--- src/rtl/spi_bus_bridge.sv ---
// SPI command layer: decodes header/address/data bytes from spi_slave into byte-wide bus cycles.
// Optional bus-cycle timeout is enabled with the SPI_BRIDGE_TIMEOUT_EN macro.
module spi_bus_bridge #(
   parameter int unsigned ADDR_BYTES  = 3,
   parameter int unsigned TIMEOUT_CYC = 255
) (
   input  logic                    clk6x,
   input  logic                    resetn,
   input  logic [7:0]              rx_byte_i,
   input  logic                    rx_hdr_en_i,
   input  logic                    rx_db_en_i,
   output logic [7:0]              tx_byte_o,
   output logic                    tx_en_o,
   output logic                    bus_req_o,
   output logic                    bus_we_o,
   output logic [8*ADDR_BYTES-1:0] bus_addr_o,
   output logic [7:0]              bus_wdata_o,
   input  logic [7:0]              bus_rdata_i,
   input  logic                    bus_ack_i,
   output logic                    busy_o,
   output logic                    overrun_o,
   output logic                    timeout_o
);
   localparam int unsigned AW = 8 * ADDR_BYTES;
   localparam int unsigned CW = (ADDR_BYTES > 1) ? $clog2(ADDR_BYTES) : 1;

   typedef enum logic [2:0] {
      StIdle, StAddr, StWdata, StBusWr, StBusRd, StRdata, StIgnore
   } state_e;

   state_e          r_state;
   logic [AW-1:0]   r_addr;
   logic [CW-1:0]   r_acnt;
   logic            r_rd;
   logic            r_req;
   logic            r_we;
   logic [7:0]      r_wdata;
   logic [7:0]      r_tx_byte;
   logic            r_tx_en;
   logic            r_overrun;
   logic            r_pend;
   logic [3:0]      r_pend_op;
   logic            w_done;
   logic [7:0]      w_rdata;
   logic            w_timeout;
   logic            w_dec;
   logic [3:0]      w_op;

`ifdef SPI_BRIDGE_TIMEOUT_EN
   localparam int unsigned TW = $clog2(TIMEOUT_CYC + 1);
   logic [TW-1:0] r_tocnt;
   logic          r_timeout;
   logic          w_to;

   assign w_to      = r_req && !bus_ack_i && (r_tocnt == TW'(TIMEOUT_CYC - 1));
   assign w_done    = r_req && (bus_ack_i || w_to);
   assign w_rdata   = w_to ? 8'hFF : bus_rdata_i;
   assign w_timeout = r_timeout;

   always_ff @(posedge clk6x or negedge resetn) begin
      if (!resetn) begin
         r_tocnt   <= '0;
         r_timeout <= 1'b0;
      end else begin
         // A timeout in the same cycle as a header survives into the next status report
         if (w_to)             r_timeout <= 1'b1;
         else if (rx_hdr_en_i) r_timeout <= 1'b0;
         r_tocnt <= (r_req && !w_done) ? r_tocnt + TW'(1) : '0;
      end
   end
`else
   assign w_done    = r_req && bus_ack_i;
   assign w_rdata   = bus_rdata_i;
   assign w_timeout = 1'b0;
`endif

   // Decode a fresh header unless a bus cycle is still outstanding, else a latched one once idle
   assign w_dec = rx_hdr_en_i ? !(r_req && !w_done) : (r_pend && !r_req);
   assign w_op  = rx_hdr_en_i ? rx_byte_i[3:0] : r_pend_op;

   always_ff @(posedge clk6x or negedge resetn) begin
      if (!resetn) begin
         r_state   <= StIdle;
         r_addr    <= '0;
         r_acnt    <= '0;
         r_rd      <= 1'b0;
         r_req     <= 1'b0;
         r_we      <= 1'b0;
         r_wdata   <= 8'h00;
         r_tx_byte <= 8'h00;
         r_tx_en   <= 1'b0;
         r_overrun <= 1'b0;
         r_pend    <= 1'b0;
         r_pend_op <= 4'h0;
      end else begin
         r_tx_en <= 1'b0;
         if (rx_hdr_en_i) begin
            r_tx_byte <= {6'b0, w_timeout, r_overrun};
            r_tx_en   <= 1'b1;
            r_overrun <= 1'b0;
         end
         if (w_dec) begin
            r_state <= (w_op == 4'h1 || w_op == 4'h2) ? StAddr : StIgnore;
            r_rd    <= (w_op == 4'h2);
            r_acnt  <= '0;
            r_req   <= 1'b0;
            r_pend  <= 1'b0;
         end else if (rx_hdr_en_i) begin
            r_pend    <= 1'b1;
            r_pend_op <= rx_byte_i[3:0];
         end else begin
            unique case (r_state)
               StAddr: if (rx_db_en_i) begin
                  r_addr <= (r_addr << 8) | AW'(rx_byte_i);
                  r_acnt <= r_acnt + CW'(1);
                  if (r_acnt == CW'(ADDR_BYTES - 1)) begin
                     if (r_rd) begin
                        r_req   <= 1'b1;
                        r_we    <= 1'b0;
                        r_state <= StBusRd;
                     end else begin
                        r_state <= StWdata;
                     end
                  end
               end
               StWdata: if (rx_db_en_i) begin
                  r_wdata <= rx_byte_i;
                  r_we    <= 1'b1;
                  r_req   <= 1'b1;
                  r_state <= StBusWr;
               end
               StBusWr, StBusRd: begin
                  if (rx_db_en_i) r_overrun <= 1'b1;
                  if (w_done) begin
                     r_req <= 1'b0;
                     if (!r_pend) begin
                        r_addr <= r_addr + AW'(1);
                        if (r_state == StBusRd) begin
                           r_tx_byte <= w_rdata;
                           r_tx_en   <= 1'b1;
                           r_state   <= StRdata;
                        end else begin
                           r_state <= StWdata;
                        end
                     end
                  end
               end
               StRdata: if (rx_db_en_i) begin
                  r_req   <= 1'b1;
                  r_we    <= 1'b0;
                  r_state <= StBusRd;
               end
               default: ;
            endcase
         end
      end
   end

   assign tx_byte_o   = r_tx_byte;
   assign tx_en_o     = r_tx_en;
   assign bus_req_o   = r_req;
   assign bus_we_o    = r_we;
   assign bus_addr_o  = r_addr;
   assign bus_wdata_o = r_wdata;
   assign busy_o      = (r_state != StIdle) && (r_state != StIgnore);
   assign overrun_o   = r_overrun;
   assign timeout_o   = w_timeout;
endmodule
--- config.mk ---
export PLATFORM = sky130hd
export DESIGN_NAME = spi_bus_bridge
export DESIGN_NICKNAME = d
export VERILOG_FILES = /design/src/rtl/spi_bus_bridge.sv
export SDC_FILE = /design/constraint.sdc
export NUM_CORES = 1
export LEC_CHECK = 0
export ABC_AREA = 1
export CORE_MARGIN = 2
export CORE_UTILIZATION = 45
export DETAILED_ROUTE_END_ITERATION = 10
export PLACE_DENSITY = 0.76
export SETUP_SLACK_MARGIN = 0.5
export SLEW_MARGIN = 20
export SYNTH_ARGS = -nofsm -noshare
export SYNTH_HDL_FRONTEND = slang
export SYNTH_SLANG_ARGS = --single-unit
--- constraint.sdc ---
create_clock -name clk6x -period 3.2 [get_ports clk6x]
set_input_delay 0.32 -clock clk6x [delete_from_list [all_inputs] [get_ports clk6x]]
set_output_delay 0.32 -clock clk6x [all_outputs]
set_load 0.05 [all_outputs]
==> run_results.csv <==
group,metric,value,unit
status,status,"finished, final reports clean",
job,maxCapViolations,0,
logic_synthesis,ys_seq_area_share,39.9,%
logic_synthesis,synth_mux_area_share,0,%
cts,clockBufferDepth,2,
logic_synthesis,ys_seq_elements,55,
cts,clk_pin_slew_worst_paths,100,ps
global_route,grt_start_max_net_pins,38,
floorplan,pin_count,67,
timing,fin_crit,2290,ps
logic_synthesis,syn_area,3450,sq um
critical_path,r2r_start,"r_state[0]$_DFFE_PN0P_",
pwr,p_int,0.00192,W
timing,hold_violations,0,
routing,wl,8790,um
logic_synthesis,synth_top_family_by_area,"simple AND/OR/NAND/NOR gates",
logic_synthesis,synth_compound_area_share,9.44,%
logic_synthesis,synth_cell_type_count,29,
cts,clock-sinks,55,
critical_path,crit_slowest_cell,"clkdlybuf4s50_1",
critical_path,crit_path_end_kind,"output pin",
timing,rsz0062_at_grt,"no",
pwr,power_frac_comb,57.9,%
timing,slew_violations,0,
placed_design,gp_congestion,0.895,
timing,tightest_slew,829,ps
layout,antennaDiodeCount,0,
floorplan,die_y,91.5,um
critical_path,reg2reg_depth,9,
cts,cts_buffers,5,
logic_synthesis,synthesis.nets,543,
global_route,grt_pass1_vias,3325,
placed_design,detailed_place_hpwl,6480,um
cts,h-tree-depth,2,
timing,slew_headroom,44.8,%
pwr,pwr-share-seq,30.7,%
critical_path,arrival,1970,ps
routing,viasPerCell,5.08,
routing,drtIter0Drc,273,
logic_synthesis,synthAdderAreaFrac,0.726,%
routing,drtPass1Iterations,4,
logic_synthesis,synth.yosys.warnings,0,
placed_design,portBuffers,65,
floorplan,die_w,91.5,um
routing,drc,0,
critical_path,path_cells,"inv_2, nor2_1, inv_1, nand3b_1, clkdlybuf4s50_1",
global_route,antenna_found_initial,0,
cts,clk_latency,320,ps
placed_design,dpl-instance-area,4140,sq um
pwr,power.switching,0.00218,W
cts,cts_root_buf,"clkbuf_8",
routing,ant_nets,0,
floorplan,core,7330,sq um
timing,setup_viol,0,
critical_path,r2r_slack,1180,ps
floorplan,num_rows,31,
critical_path,start_kind,"register",
global_route,grt-ovfl-total,0,
timing,clock.fmax,0.436,GHz
layout,drive_gt1_share,5.35,%
pwr,power_leakage,1.93,nW
logic_synthesis,synth_xor_area_share,1.52,%
timing,finalCritPeriodShare,71.6,%
timing,tns,0,ps
routing,vias,3447,
layout,fin_area,4250,sq um
timing,fin_skew,8.69,ps
pwr,clockPowerShare,11.4,%
cts,cts_tree,"done",
critical_path,crit_fanout,7,
floorplan,die_area,8380,sq um
layout,nets,602,
routing,wl_per_cell,13.0,um
hold_path,hold_class,"primary input to asynchronous set/reset pin",
global_route,grt_util_all_layers,22.3,%
floorplan,initial_core_util,47.0,%
critical_path,worst-path-buf-inv,3,
logic_synthesis,syn-instance-count,520,
pwr,power.density,966,nW/um^2
cts,ctsResizeCount,0,
layout,syn2layout_area_growth,23.2,%
logic_synthesis,avgSynthCellArea,6.63,sq um
critical_path,cp_top_family,"buffers and inverters",
cts,postCtsHoldBufs,0,
pwr,switching_share,53.1,%
critical_path,required,2880,ps
logic_synthesis,yosys.area_share.simple,40.0,%
cts,postCtsSetupRepairBufs,0,
critical_path,slowest_delay,800,ps
pwr,vdd_drop_max,584,uV
critical_path,crit_type,"register to output pin",
critical_path,rr_endpoint,"bus_addr_o[4]$_DFFE_PN0P_",
global_route,grt_pass1_wl,15400,um
==> cells in the mapped netlist, drive strengths merged <==
master  instances  share of area (%)
clkbuf          2               0.22
buf            15                2.8
a31oi           1               0.18
a21oi          11                1.6
clkinv          1               0.15
nand3b          5                1.1
nand4           2               0.36
ha              2               0.73
a32o            1               0.29
o21ai          47                7.2
nand3          56                8.1
nor2           66                7.7
o21bai          1               0.22
conb            1               0.11
nand2         196                 21
xnor2           2               0.51
inv            47                5.1
nor3            1               0.47
dfrtp          55                 40
xor2            4                1.0
or2             4               0.73
==> layout by cell type (no fill, tap or decap) <==
master and n:
or2_2 4, nand3_1 56, nand3b_1 5, o21bai_1 1
inv_2 5, o21ai_0 37, buf_2 1, o21ai_1 9
nand4_1 2, o21ai_4 1, clkinv_2 1, xor2_1 4
clkinvlp_4 1, a31oi_1 1, a21oi_1 11, inv_1 42
buf_4 4, nand2_2 2, a32o_1 1, nor3_4 1
xnor2_1 2, nor2_4 1, ha_1 2, nor2_2 4
bufinv_16 1, dfrtp_1 55, clkdlybuf4s50_1 64, conb_1 1
nor2_1 61, clkbuf_8 5, nand2_1 194
==> logic make-up (layout without fill, tap and decap cells) <==
logic type	after synthesis	count (layout)
flops	55	55
simple gates	330	330
xor+xnor	6	6
other cells	1	1
fa+ha+maj	2	2
compound gates	61	61
buf+inv	65	124
==> through the flow <==
stage	std cells	utilization [%]	hold slack [ps]	total power [W]	worst slack [ps]
finish	678	57.9	92.9	0.00410	909
global route	678	57.9	170	0.00440	745
CTS	678	57.9	125	0.00411	909
detailed placement	671	56.5	468	0.00363	702
global placement	671	56.5	466	0.00359	773
floorplan	520	-	24.4	0.00293	1240
==> power groups by stage <==
| stage | registers (W) | logic, W | clock network [W] |
|---|---|---|---|
| after floorplan | 0.00188 | 0.00105 | 0 |
| after global placement | 0.00126 | 0.00232 | 0 |
| after detailed placement | 0.00126 | 0.00237 | 0 |
| after CTS | 0.00125 | 0.00238 | 0.000475 |
| after global routing | 0.00130 | 0.00259 | 0.000503 |
| final | 0.00126 | 0.00237 | 0.000470 |
==> sequential cells by signal, indices dropped and copies added (netlist names) <==
| register | count |
|---|---|
| overrun_o | 1 |
| r_pend_op | 4 |
| bus_addr_o | 24 |
| bus_we_o | 1 |
| tx_en_o | 1 |
| r_rd | 1 |
| r_acnt | 2 |
| tx_byte_o | 8 |
| r_state | 3 |
| r_pend | 1 |
| bus_wdata_o | 8 |
| bus_req_o | 1 |
==> final cells by class <==
type	count	area [sq um]
Clock inverter	2	37.5
Multi-Input combinational cell	400	1780
Sequential cell	55	1380
Clock buffer	5	68.8
Tap cell	99	124
Inverter	48	181
Timing Repair Buffer	69	676
Fill cell	679	3080
==> worst max-delay path by stage <==
stage	slack (ps)	from	endpoint	depth (start not counted)
CTS	910	r_state[2]$_DFFE_PN0P_	busy_o	5
floorplan	1240	bus_addr_o[0]$_DFFE_PN0P_	bus_addr_o[16]$_DFFE_PN0P_	10
global placement	770	rx_hdr_en_i	bus_req_o$_DFFE_PN0P_	10
finish	910	r_state[2]$_DFFE_PN0P_	busy_o	5
detailed placement	700	rx_hdr_en_i	bus_req_o$_DFFE_PN0P_	10
global route	740	rx_hdr_en_i	bus_req_o$_DFFE_PN0P_	10
==> per-layer routing <==
metal	up-vias	share of wire [%]	track usage, %
li1	1760	-	-
met1	1568	46	30.7
met2	101	47	35.5
met3	18	5.6	3.82
met4	0	1.9	7.45
met5	-	0	0
No activity file was read; power rests on OpenSTA's default activity.
